===== src/rtl/alu_seq.sv =====
// Sequential ALU: single-cycle integer operations plus iterative multiply and
// restoring divide writing the HI/LO pair, one bit per cycle.
module alu_seq #(
    parameter int SIZEDATA = 8,
    parameter int SIZEOP   = 6
) (
    input  logic                i_clk,
    input  logic                i_rst_n,
    input  logic                i_valid,
    input  logic [SIZEOP-1:0]   i_opcode,
    input  logic [SIZEDATA-1:0] i_datoa,
    input  logic [SIZEDATA-1:0] i_datob,
    output logic                o_ready,
    output logic                o_valid,
    output logic [SIZEDATA-1:0] o_result,
    output logic                o_zero
);

    localparam int W  = SIZEDATA;
    localparam int CW = $clog2(W);

    localparam logic [SIZEOP-1:0] OP_SLL   = SIZEOP'(6'b000000);
    localparam logic [SIZEOP-1:0] OP_SRL   = SIZEOP'(6'b000010);
    localparam logic [SIZEOP-1:0] OP_SRA   = SIZEOP'(6'b000011);
    localparam logic [SIZEOP-1:0] OP_SLLV  = SIZEOP'(6'b000100);
    localparam logic [SIZEOP-1:0] OP_SRLV  = SIZEOP'(6'b000110);
    localparam logic [SIZEOP-1:0] OP_SRAV  = SIZEOP'(6'b000111);
    localparam logic [SIZEOP-1:0] OP_ADDU  = SIZEOP'(6'b100001);
    localparam logic [SIZEOP-1:0] OP_SUBU  = SIZEOP'(6'b100011);
    localparam logic [SIZEOP-1:0] OP_AND   = SIZEOP'(6'b100100);
    localparam logic [SIZEOP-1:0] OP_OR    = SIZEOP'(6'b100101);
    localparam logic [SIZEOP-1:0] OP_XOR   = SIZEOP'(6'b100110);
    localparam logic [SIZEOP-1:0] OP_NOR   = SIZEOP'(6'b100111);
    localparam logic [SIZEOP-1:0] OP_SLT   = SIZEOP'(6'b101010);
    localparam logic [SIZEOP-1:0] OP_ADDI  = SIZEOP'(6'b001000);
    localparam logic [SIZEOP-1:0] OP_ANDI  = SIZEOP'(6'b001100);
    localparam logic [SIZEOP-1:0] OP_ORI   = SIZEOP'(6'b001101);
    localparam logic [SIZEOP-1:0] OP_XORI  = SIZEOP'(6'b001110);
    localparam logic [SIZEOP-1:0] OP_LUI   = SIZEOP'(6'b001111);
    localparam logic [SIZEOP-1:0] OP_SLTI  = SIZEOP'(6'b001010);
    localparam logic [SIZEOP-1:0] OP_MFHI  = SIZEOP'(6'b010000);
    localparam logic [SIZEOP-1:0] OP_MFLO  = SIZEOP'(6'b010010);
    localparam logic [SIZEOP-1:0] OP_MULT  = SIZEOP'(6'b011000);
    localparam logic [SIZEOP-1:0] OP_MULTU = SIZEOP'(6'b011001);
    localparam logic [SIZEOP-1:0] OP_DIV   = SIZEOP'(6'b011010);
    localparam logic [SIZEOP-1:0] OP_DIVU  = SIZEOP'(6'b011011);

    typedef enum logic [1:0] {IDLE, MUL, DIV} state_t;

    state_t          state, state_next;
    logic [CW-1:0]   count;
    logic [W-1:0]    hi_reg, lo_reg;
    logic [W-1:0]    alu_res;
    logic [CW-1:0]   shamt;
    logic            accept, is_mul, is_div, signed_op, last;
    logic            a_neg, b_neg;
    logic [W-1:0]    abs_a, abs_b;

    logic [2*W-1:0]  acc, mcand, acc_next, prod;
    logic [W-1:0]    mplier;
    logic [W-1:0]    rem, quo, divisor, rem_next, quo_next, q_fin, r_fin;
    logic [W:0]      rem_shift, trial;
    logic            neg_q, neg_r, div_zero;
    logic [W-1:0]    dividend;

    assign accept    = i_valid && o_ready;
    assign is_mul    = (i_opcode == OP_MULT) || (i_opcode == OP_MULTU);
    assign is_div    = (i_opcode == OP_DIV)  || (i_opcode == OP_DIVU);
    assign signed_op = (i_opcode == OP_MULT) || (i_opcode == OP_DIV);
    assign last      = (count == CW'(W - 1));
    assign shamt     = i_datob[CW-1:0];

    // Signed multiply/divide run on magnitudes; signs are fixed up at completion.
    assign a_neg = signed_op && i_datoa[W-1];
    assign b_neg = signed_op && i_datob[W-1];
    assign abs_a = a_neg ? -i_datoa : i_datoa;
    assign abs_b = b_neg ? -i_datob : i_datob;

    always_comb begin
        alu_res = '0;
        case (i_opcode)
            OP_SLL, OP_SLLV:  alu_res = i_datoa << shamt;
            OP_SRL, OP_SRLV:  alu_res = i_datoa >> shamt;
            OP_SRA, OP_SRAV:  alu_res = $signed(i_datoa) >>> shamt;
            OP_ADDU, OP_ADDI: alu_res = i_datoa + i_datob;
            OP_SUBU:          alu_res = i_datoa - i_datob;
            OP_AND, OP_ANDI:  alu_res = i_datoa & i_datob;
            OP_OR, OP_ORI:    alu_res = i_datoa | i_datob;
            OP_XOR, OP_XORI:  alu_res = i_datoa ^ i_datob;
            OP_NOR:           alu_res = ~(i_datoa | i_datob);
            OP_SLT, OP_SLTI:  alu_res = {{(W-1){1'b0}}, ($signed(i_datoa) < $signed(i_datob))};
            OP_LUI:           alu_res = i_datob << (W / 2);
            OP_MFHI:          alu_res = hi_reg;
            OP_MFLO:          alu_res = lo_reg;
            default:          alu_res = '0;
        endcase
    end

    always_comb begin
        acc_next  = acc + (mplier[0] ? mcand : '0);
        prod      = neg_q ? -acc_next : acc_next;
        rem_shift = {rem, quo[W-1]};
        trial     = rem_shift - {1'b0, divisor};
        rem_next  = trial[W] ? rem_shift[W-1:0] : trial[W-1:0];
        quo_next  = {quo[W-2:0], ~trial[W]};
        q_fin     = div_zero ? '1 : (neg_q ? -quo_next : quo_next);
        r_fin     = div_zero ? dividend : (neg_r ? -rem_next : rem_next);
    end

    always_ff @(posedge i_clk or negedge i_rst_n) begin
        if (!i_rst_n) state <= IDLE;
        else          state <= state_next;
    end

    always_comb begin
        state_next = state;
        case (state)
            IDLE: begin
                if (accept && is_mul)      state_next = MUL;
                else if (accept && is_div) state_next = DIV;
            end
            MUL, DIV: if (last) state_next = IDLE;
            default:  state_next = IDLE;
        endcase
    end

    always_comb begin
        o_ready = (state == IDLE);
    end

    // Iteration registers are loaded on every acceptance; they only matter while busy.
    always_ff @(posedge i_clk or negedge i_rst_n) begin
        if (!i_rst_n) begin
            count    <= '0;
            hi_reg   <= '0;
            lo_reg   <= '0;
            o_result <= '0;
            o_zero   <= 1'b1;
            o_valid  <= 1'b0;
            acc      <= '0;
            mcand    <= '0;
            mplier   <= '0;
            rem      <= '0;
            quo      <= '0;
            divisor  <= '0;
            neg_q    <= 1'b0;
            neg_r    <= 1'b0;
            div_zero <= 1'b0;
            dividend <= '0;
        end else begin
            o_valid <= 1'b0;
            case (state)
                IDLE: if (accept) begin
                    count    <= '0;
                    acc      <= '0;
                    mcand    <= {{W{1'b0}}, abs_a};
                    mplier   <= abs_b;
                    rem      <= '0;
                    quo      <= abs_a;
                    divisor  <= abs_b;
                    neg_q    <= a_neg ^ b_neg;
                    neg_r    <= a_neg;
                    div_zero <= (i_datob == '0);
                    dividend <= i_datoa;
                    if (!is_mul && !is_div) begin
                        o_result <= alu_res;
                        o_zero   <= (alu_res == '0);
                        o_valid  <= 1'b1;
                    end
                end
                MUL: begin
                    acc    <= acc_next;
                    mcand  <= mcand << 1;
                    mplier <= mplier >> 1;
                    count  <= last ? '0 : count + 1'b1;
                    if (last) begin
                        hi_reg   <= prod[2*W-1:W];
                        lo_reg   <= prod[W-1:0];
                        o_result <= prod[W-1:0];
                        o_zero   <= (prod[W-1:0] == '0);
                        o_valid  <= 1'b1;
                    end
                end
                DIV: begin
                    rem   <= rem_next;
                    quo   <= quo_next;
                    count <= last ? '0 : count + 1'b1;
                    if (last) begin
                        hi_reg   <= r_fin;
                        lo_reg   <= q_fin;
                        o_result <= q_fin;
                        o_zero   <= (q_fin == '0);
                        o_valid  <= 1'b1;
                    end
                end
                default: count <= '0;
            endcase
        end
    end

endmodule


===== config.mk =====
export PLATFORM = sky130hd
export DESIGN_NAME = alu_seq
export DESIGN_NICKNAME = d
export VERILOG_FILES = /design/src/rtl/alu_seq.sv
export SDC_FILE = /design/constraint.sdc
export NUM_CORES = 1
export LEC_CHECK = 0
export ABC_AREA = 0
export ABC_CLOCK_PERIOD_IN_PS = 5200
export CORE_ASPECT_RATIO = 1.1
export CORE_UTILIZATION = 61
export CTS_BUF_LIST = sky130_fd_sc_hd__clkbuf_8
export CTS_CLUSTER_DIAMETER = 200
export DETAILED_ROUTE_END_ITERATION = 8
export GPL_TIMING_DRIVEN = 0
export PLACE_DENSITY = 0.84
export RECOVER_POWER = 50
export SLEW_MARGIN = 15
export SYNTH_ARGS = -nofsm -noshare
export SYNTH_HDL_FRONTEND = slang
export SYNTH_SLANG_ARGS = --single-unit

===== constraint.sdc =====
create_clock -name i_clk -period 5.2 [get_ports i_clk]
set_clock_uncertainty 0.05 [all_clocks]
set_input_delay 0.52 -clock i_clk [delete_from_list [all_inputs] [get_ports i_clk]]
set_output_delay 0.52 -clock i_clk [all_outputs]
set_load 0.05 [all_outputs]

=== After elaboration in Yosys (flattened, before gate mapping) ===
Cells that the tools add are included.

* $add $sub $neg: 10
* $mul: 0
* Divide/modulo/power cells: 0
* $lt $le $gt $ge: 1
* Equal/unequal tests: 33
* Shift operators: 3
* Muxes and demuxes: 45
* Bitwise gates (word level): 6
* Reductions and logical operators: 36

{| class="wikitable"
|+ Operator list
! operator !! count
|-
| 8-bit two-way mux || 16
|-
| 8-bit one-hot mux with 13 select lines || 1
|-
| 8-bit one-hot mux with 2 select lines || 5
|-
| 16-bit two-way mux || 4
|-
| 16-bit one-hot mux with 2 select lines || 2
|-
| 6-bit equality test (second input constant) || 7
|-
| 6-bit by 4-bit equality test with 1-bit output (second input constant) || 6
|-
| 6-bit by 5-bit equality test with 1-bit output (second input constant) || 6
|-
| 8-bit logical NOT || 4
|-
| 8-bit negation || 4
|-
| 8-bit one-hot mux with 3 select lines || 1
|-
| 6-bit by 3-bit equality test with 1-bit output (second input constant) || 3
|-
| 2-bit OR reduction || 9
|-
| 16-bit adder || 1
|-
| 16-bit negation || 1
|-
| 6-bit by 2-bit equality test with 1-bit output (second input constant) || 2
|-
| 9-bit by 8-bit subtractor with 9-bit output || 1
|-
| 8-bit adder || 1
|-
| 8-bit bitwise AND || 1
|-
| 8-bit < comparator || 1
|-
| 8-bit inverter || 1
|-
| 8-bit bitwise OR || 1
|-
| 2-bit AND reduction || 4
|-
| 8-bit by 3-bit left shift with 8-bit output || 1
|-
| other kinds (29) || 51
|}

* Flip-flop bits (word level): 106
* Latch bits: 0
* Memory bits (writable): 0
* Bits in read-only memories: 0
* Input port bits: 25
* Output and inout port bits: 11
* Word-level logic and storage cells: 151
* Memories kept: 0

=== Logic depth before layout (Yosys ltp) ===
Gate-level depths: netlist of run 1.

* Depth in word-level cells: 8
* Gate-level depth with buffers: 20
* Depth with buffers taken out: 19

=== Worst setup path before layout of run 1 ===
Ideal clock, no wire load.

* Path kind: reg-to-reg
* Start: reg quo[7]
* End: reg hi_reg[6]
* Library setup time: 0.094 ns
* Arrival: 3.837 ns
* Data required time: 5.056 ns
* Path slack: 1.219 ns
* Stages on the path, launching flop included: 18
* Buffers on the path: 1
* Clock period less this slack: 3.981 ns
* Cells stage by stage: dfrtp_1 > inv_1 > ha_1 > inv_1 > fa_1 > a21o_1 > nand4_1 > a31o_4 > xnor2_2 > buf_2 > mux2i_1 > ha_1 > nand2_1 > or4b_2 > and3_1 > a2111oi_2 > nor3b_1 > a221oi_2

* Longest elaborated chain between the ends: 7

{| class="wikitable"
|+ RTL lines
! item !! line !! text
|-
| start: declaration || 61 || <nowiki>logic [W-1:0] rem, quo, divisor, rem_next, quo_next, q_fin, r_fin;</nowiki>
|-
| start signal: assignment || 159 || <nowiki>quo <= abs_a;</nowiki>
|-
| start signal: assignment || 186 || <nowiki>quo <= quo_next;</nowiki>
|-
| 9-bit by 8-bit subtractor with 9-bit output || 103 || <nowiki>trial = rem_shift - {1'b0, divisor};</nowiki>
|-
| 8-bit two-way mux * || 104 || <nowiki>rem_next = trial[W] ? rem_shift[W-1:0] : trial[W-1:0];</nowiki>
|-
| 8-bit negation || 107 || <nowiki>r_fin = div_zero ? dividend : (neg_r ? -rem_next : rem_next);</nowiki>
|-
| 8-bit two-way mux * (2 in a row) || 107 ||
|-
| 8-bit two-way mux * || 188 || <nowiki>if (last) begin</nowiki>
|-
| 8-bit one-hot mux with 2 select lines * || 152 || <nowiki>case (state)</nowiki>
|-
| end signal: assignment || 177 || <nowiki>hi_reg <= prod[2*W-1:W];</nowiki>
|-
| end signal: assignment || 189 || <nowiki>hi_reg <= r_fin;</nowiki>
|-
| end: declaration || 52 || <nowiki>logic [W-1:0] hi_reg, lo_reg;</nowiki>
|}

Mark *: on every way between the ends. The rest lies on a longest branch, timed or not. The select of a mux whose other input is x is not followed.
A chain may end at the register's enable or synchronous reset.

=== Worst setup path after layout of run 1 ===
Ends and elaborated chain as after synthesis.

==> impl_metrics.toml, run 1 <==
[sta]
max_freq_mhz = 208.6
slew_violations = 85
fin_crit_sh = 0.9221
rsz0062_at_grt = "false"
final.setup.tns_ps = 0
setup-violations-final = 0
hold_viol_final = 0
hold_ws_ps = 440.5
relSlewSlack = -0.4281
period_minus_slack_ps = 4795
tightest_slew_ps = 2142

[clock_network]
cts_tree = "done"
clk_pin_slew_ps = 100
cts_resized = 0
numCtsBuffers = 9
hold_buffers = 1
insertion_delay_ps = 390
cts_max_level = 3
cts_buffer_depth = 2
clkSinkCount = 106
ctsRootBufferMaster = "clkbuf_8"
post-cts-setup-buffers = 0

[pwr]
finalPower_mw = 3.588
p_comb_frac = 0.527
intPower_mw = 1.866
ir_worst_vdd_v = 0.0002182
power.leakage_nw = 4.163
powerDensity_mw_per_mm2 = 374.1
power_frac_clock = 0.138
seq_power_share = 0.335
p_sw_frac = 0.4799
power.switching_mw = 1.722

[logic_synthesis]
synth_fa_ha_area_frac = 0.09262
netlist_area_mm2 = 0.008835
synthSimpleGateAreaFrac = 0.1809
synth-edff-count = 0
yosysSeqAreaShare = 0.3004
syn-instance-count = 1030
synthesis.nets = 1118
synth.distinct_cells = 89
ys_dominant_reg_cell = "dfrtp_1"
synth_mux_area_frac = 0.07053
synth_compound_area_frac = 0.2476
ys_warn_count = 0
synth_xor_area_frac = 0.06132
synth_seq_cells = 106
synth_area_per_cell_um2 = 8.577
async_flop_share = 1.000
synth_top_family_by_area = "compound AO/OA/AOI/OAI gates"

[floorplan]
ios = 36
rows = 45
dieArea_mm2 = 0.01497
core_area_mm2 = 0.01396
initial_utilization = 0.6327
chipHeight_um = 128.2
die_w_um = 116.7

[worst_setup_path]
critPathMaxFanout = 10
ff2ff_setup_slack_ps = 410
cp_cell_sequence = "inv_1 -> ha_1 -> inv_1 -> fa_1 -> a21o_1 -> nand4_1 -> a31o_4 -> xnor2_2 -> clkbuf_1 -> nand2_1 -> o21ai_0 -> ha_1 -> nand2_1 -> or4b_2 -> and3_1 -> a2111oi_2 -> nor3b_1 -> a221oi_2"
cp.required_ps = 5460
cp-startpoint = "quo[7]"
crit_end = "hi_reg[6]"
max_stage_delay_ps = 630
path_depth = 18
cp_slowest_cell = "or4b_2"
path_delay_family = "simple AND/OR/NAND/NOR gates"
r2r_end = "hi_reg[6]"
path_buf_inv = 3
critPathCaptureType = "flop"
start_kind = "flop"
worstPathArrival_ps = 5050
r2r_cells = 18
worstReg2RegStart = "quo[7]"
path_class = "flop to flop"

[global_route]
grt_pass1_wl_um = 44510
grt-ovfl-total = 0
grt_use_total = 0.3969
grt_max_degree = 85
antenna_found_initial = 0
grt_pass1_vias = 8231

[worst_hold_path]
hold_class = "flop to flop"

[route]
drt-initial-drc-count = 774
drt_first_pass_iters = 6
num_vias = 8409
ant_nets = 0
wl_per_cell_um = 22.08
viasPerCell = 6.632
wirelength_um = 28000
drc = 0

[place]
io_buffers = 32
gp_congestion = 1.028
dp_hpwl_um = 22040
dp.cells = 1251

[final_layout]
layout-drive-gt1-share = 0.06852
top_regs = "acc x16, mcand x16"
area.growth.synth_to_final_pct = 8.554
fin_nets = 1164
final-instance-count-excl-fill = 1268
utilization = 0.6868
fill_cells = 1222
diodes = 0

[run_status]
status = "complete, but fails checks"
violations = "max-capacitance violations, max-slew violations"

[flow_run]
cap_viol_max_count = 1
## layout make-up
class | count | area (µm²) | share of cell area
Tap cell | 188 | 235.2 | 0.02453
Buffer | 56 | 236.5 | 0.02466
Clock inverter | 5 | 40.04 | 0.004175
Inverter | 47 | 176.4 | 0.01840
Multi-Input combinational cell | 821 | 5774 | 0.6021
Timing Repair Buffer | 35 | 336.6 | 0.03509
Clock buffer | 10 | 137.6 | 0.01435
Sequential cell | 106 | 2654 | 0.2767
## layout by cell type (no fill, tap or decap), types with 9 or more instances in the layout
| cell type | Yosys | layout |
|---|---|---|
| nand2_1 | 126 | 126 |
| dfrtp_1 | 105 | 105 |
| o21ai_0 | 96 | 96 |
| nor2_1 | 61 | 61 |
| ha_1 | 59 | 59 |
| a21oi_1 | 49 | 49 |
| inv_1 | 44 | 44 |
| mux2i_1 | 42 | 42 |
| xnor2_1 | 40 | 40 |
| clkbuf_1 | 38 | 39 |
| clkdlybuf4s50_1 | 0 | 30 |
| and2_1 | 24 | 23 |
| xor2_1 | 20 | 20 |
| a22o_1 | 20 | 20 |
| o22ai_1 | 19 | 19 |
| nor3_1 | 18 | 18 |
| nand3_1 | 15 | 15 |
| nand2b_1 | 12 | 12 |
| or3_1 | 12 | 12 |
| a21o_1 | 11 | 11 |
| nor2b_1 | 10 | 10 |
| o211ai_1 | 10 | 10 |
| o31ai_1 | 10 | 10 |
| clkbuf_8 | 0 | 10 |
| buf_2 | 9 | 9 |
| a22oi_1 | 9 | 9 |
## synth_stat cells (all sizes together), types with 4 or more instances
| library cell | number | area (µm²) |
|---|---|---|
| ha | 59 | 738.2 |
| a22o | 20 | 175.2 |
| buf | 18 | 93.83 |
| nor4b | 4 | 53.80 |
| o22ai | 19 | 118.9 |
| mux2i | 42 | 420.4 |
| or2 | 4 | 25.02 |
| and2 | 25 | 158.9 |
| nand2b | 12 | 75.07 |
| and3 | 4 | 25.02 |
| nand3 | 15 | 75.07 |
| o221ai | 6 | 52.55 |
| a2111oi | 5 | 56.31 |
| nor3 | 19 | 100.1 |
| o21ai | 103 | 523.0 |
| dfrtp | 105 | 2628 |
| o31ai | 12 | 100.1 |
| nand4 | 9 | 62.56 |
| a21oi | 52 | 279.0 |
| nor2 | 61 | 229.0 |
| xnor2 | 41 | 366.6 |
| a221oi | 7 | 67.56 |
| or4 | 6 | 52.55 |
| nor3b | 7 | 52.55 |
| xor2 | 20 | 175.2 |
| o2111ai | 5 | 43.79 |
| nand2 | 126 | 473.0 |
| nor2b | 10 | 62.56 |
| a31oi | 8 | 50.05 |
| nor4 | 4 | 25.02 |
| a32oi | 6 | 52.55 |
| or3 | 12 | 75.07 |
| clkbuf | 38 | 142.6 |
| a22oi | 9 | 67.56 |
| a21o | 11 | 82.58 |
| fa | 4 | 80.08 |
| mux2 | 6 | 67.56 |
| o21a | 5 | 37.54 |
| mux4 | 6 | 135.1 |
| inv | 44 | 165.2 |
| o211ai | 11 | 87.58 |
| a211oi | 6 | 62.56 |
## metrics by stage
stage / area, µm² / worst slack [ps]
floorplan: 8835 / 1219
global placement: 9390 / -492.5
detailed placement: 9419 / 493.4
CTS: 9607 / 477.6
global route: 9590 / 123.8
finish: 9590 / 405.3
## how the worst min path moves through the flow
stage / cells past startpoint / endpoint / from
4_1_cts: 2 / mplier[6] / mplier[6]
3_3_place_gp: 2 / dividend[4] / dividend[4]
5_1_grt: 2 / mplier[2] / mplier[2]
3_5_place_dp: 1 / acc[2] / i_rst_n
2_1_floorplan: 0 / acc[0] / i_rst_n
6_report: 2 / mplier[2] / mplier[2]
## logic make-up after synthesis
family,after synthesis
multiplexers,54
buffers and inverters,103
AND/OR/NAND/NOR,324
adder cells (fa/ha/maj),63
XOR/XNOR,61
flip-flops,106
AO/OA/AOI/OAI,319
## worst register-to-register path: cells and delay by family, from the launching register on
kind,cells,cell delay (ps)
adders and majority gates,3,700
buffers and inverters,3,660
xor gates and xnor gates,1,430
DFF,1,390
and+or+nand+nor,6,1330
AOI/OAI and AO/OA,5,1140
## power by group through the flow
stage | combinational, mW | clock [mW] | sequential, mW
floorplan | 1.18 | 0 | 1.28
global placement | 1.82 | 0 | 1.20
detailed placement | 1.86 | 0 | 1.21
CTS | 1.86 | 0.499 | 1.20
global route | 2.04 | 0.521 | 1.23
finish | 1.89 | 0.494 | 1.20
## layer usage
| layer | routed length (µm) | share of wire | track usage |
|---|---|---|---|
| met5 | 0 | 0 | 0 |
| met4 | 1805 | 0.064 | 0.2628 |
| met3 | 2118 | 0.076 | 0.07470 |
| met2 | 12960 | 0.46 | 0.6230 |
| met1 | 11120 | 0.40 | 0.4960 |
No activity file was read; power rests on OpenSTA's default activity.
==> inputs of run 2 (changes only) <==
==> constraint.sdc (replaced) <==
create_clock -name i_clk -period 5.2 [get_ports i_clk]
set_clock_uncertainty 0.05 [all_clocks]
set_input_delay 1.04 -clock i_clk [delete_from_list [all_inputs] [get_ports i_clk]]
set_output_delay 1.04 -clock i_clk [all_outputs]
set_load 0.05 [all_outputs]
==> run 2 against run 1 <==
The flow still finishes with violations (max-capacitance violations, max-slew violations). Critical path depth down 4. Via count about the same. Design area down 0.14%. Power about the same. Setup slack worse by 140 ps. Flip-flop and latch count unchanged. Utilization down 0.099 points. Hold slack better by 1.0 ps. Maximum frequency down 2.8%. Die area unchanged. Non-clock buffer count down 1.
==> impl_metrics.toml, run 2 (same netlist as run 1, synthesis figures left out) <==
[run_status]
status = "complete, but fails checks"
violations = "max-capacitance violations, max-slew violations"

[clock_network]
clkSinkCount = 106
cts_buffer_depth = 2
insertion_delay_ps = 400
cts_max_level = 3
numCtsBuffers = 9
cts_resized = 0
ctsRootBufferMaster = "clkbuf_8"
post-cts-setup-buffers = 0
hold_buffers = 0
clk_pin_slew_ps = 110
cts_tree = "done"

[pwr]
intPower_mw = 1.866
p_comb_frac = 0.527
power.leakage_nw = 4.154
ir_worst_vdd_v = 0.0002178
seq_power_share = 0.335
p_sw_frac = 0.4799
power.switching_mw = 1.722
power_frac_clock = 0.138
powerDensity_mw_per_mm2 = 374.7

[final_layout]
diodes = 0
top_regs = "acc x16, mcand x16"
final_cell_mix = "nand2_1 (126), dfrtp_1 (105), o21ai_0 (96)"
layout-drive-gt1-share = 0.06766
fin_nets = 1163
area.growth.synth_to_final_pct = 8.398
final_common_cell = "nand2_1"
utilization = 0.6858
final-instance-count-excl-fill = 1267
fill_cells = 1222

[route]
top_layer_used = "met4"
num_vias = 8408
drt-initial-drc-count = 832
wl_met1_um = 11280
wl_met3_um = 2034
wirelength_um = 28040
ant_nets = 0
drc = 0
wl_met2_um = 12830
viasPerCell = 6.636
drt_first_pass_iters = 6
wl_per_cell_um = 22.13

[flow_run]
cap_viol_max_count = 1

[place]
dp_hpwl_um = 22040
pre_cts_slack_ps = -26.57
gp_congestion = 1.028
io_buffers = 32
dp.cells = 1251

[sta]
slew_violations = 85
rsz0062_at_grt = "false"
final.setup.tns_ps = 0
hold_ws_ps = 441.5
final.setup.worst_slack_ps = 267.0
fin_crit_sh = 0.9487
max_freq_mhz = 202.7
tightest_slew_ps = 2146
hold_viol_final = 0
relSlewSlack = -0.4309
setup-violations-final = 0
period_minus_slack_ps = 4933

[worst_setup_path]
cp_cell_sequence = "clkdlybuf4s50_1 -> buf_2 -> buf_1 -> inv_1 -> fa_1 -> nor2b_1 -> o21a_1 -> o211ai_1 -> a21o_1 -> a22oi_1 -> o41ai_1 -> or3_1 -> nor4_1 -> o32a_1"
cp.required_ps = 5480
start_kind = "primary input"
cp_slowest_cell = "o41ai_1"
critPathMaxFanout = 10
path_depth = 14
path_buf_inv = 4
critPathCaptureType = "flop"
ff2ff_setup_slack_ps = 380
cp-startpoint = "i_datob[1]"
max_stage_delay_ps = 750
r2r_end = "hi_reg[6]"
r2r_cells = 18
worstPathArrival_ps = 5210
crit_end = "o_zero"
path_class = "primary input to flop"
worstReg2RegStart = "quo[7]"
path_delay_family = "compound AO/OA/AOI/OAI gates"

[floorplan]
rows = 45
initial_utilization = 0.6327
chipHeight_um = 128.2
dieArea_mm2 = 0.01497
die_w_um = 116.7
core_area_mm2 = 0.01396
ios = 36

[global_route]
grt_pass1_wl_um = 44510
grt_max_degree = 85
grt_pass1_vias = 8233
grt_use_total = 0.3970
grt-ovfl-total = 0
antenna_found_initial = 0

[worst_hold_path]
hold_class = "flop to flop"
-- run 2: changes by cell type in the layout (fill, tap and decap cells not counted), sizes merged --
cell and change:
buf -1, clkdlybuf4s50 -1, clkbuf +1
-- run 2: layer usage --
layer,vias up,global-route usage
li1,3856,-
met1,4042,0.4957
met2,398,0.6241
met3,112,0.07470
met4,0,0.2621
met5,-,0
-- run 2: worst min path at each step --
stage | startpoint | end | cells past startpoint
floorplan | count[1] | count[1] | 2
global placement | dividend[4] | dividend[4] | 2
detailed placement | count[1] | count[1] | 2
CTS | i_rst_n | acc[2] | 1
global route | mplier[2] | mplier[2] | 2
finish | count[1] | count[1] | 2
-- run 2: stage by stage --
step           total power, mW  area [µm²]
2_1_floorplan            2.466        8835
3_3_place_gp             3.025        9390
3_5_place_dp             3.065        9419
4_1_cts                  3.556        9597
5_1_grt                  3.788        9577
6_report                 3.588        9577
-- run 2: cell type report --
class                      instances  area [µm²]  share of cell area
tap                              188       235.2             0.02456
clock buffer                      10       137.6             0.01437
buffer                            56       232.7             0.02430
timing repair buffer              34       326.6             0.03410
inverter                          47       176.4             0.01842
multi-input combinational        821        5774              0.6030
sequential                       106        2654              0.2771
clock inverter                     5       40.04            0.004181
-- run 2: power groups by stage --
stage,clock network [mW],registers (mW),logic [mW]
6_report,0.496,1.20,1.89
5_1_grt,0.521,1.23,2.04
2_1_floorplan,0,1.28,1.18
3_5_place_dp,0,1.21,1.86
3_3_place_gp,0,1.20,1.82
4_1_cts,0.499,1.20,1.86
-- run 2: tightest hold or removal path: cells and delay by family, from the launching register on --
family	cells	cell delay, ps
flops	1	370
simple gates	2	100
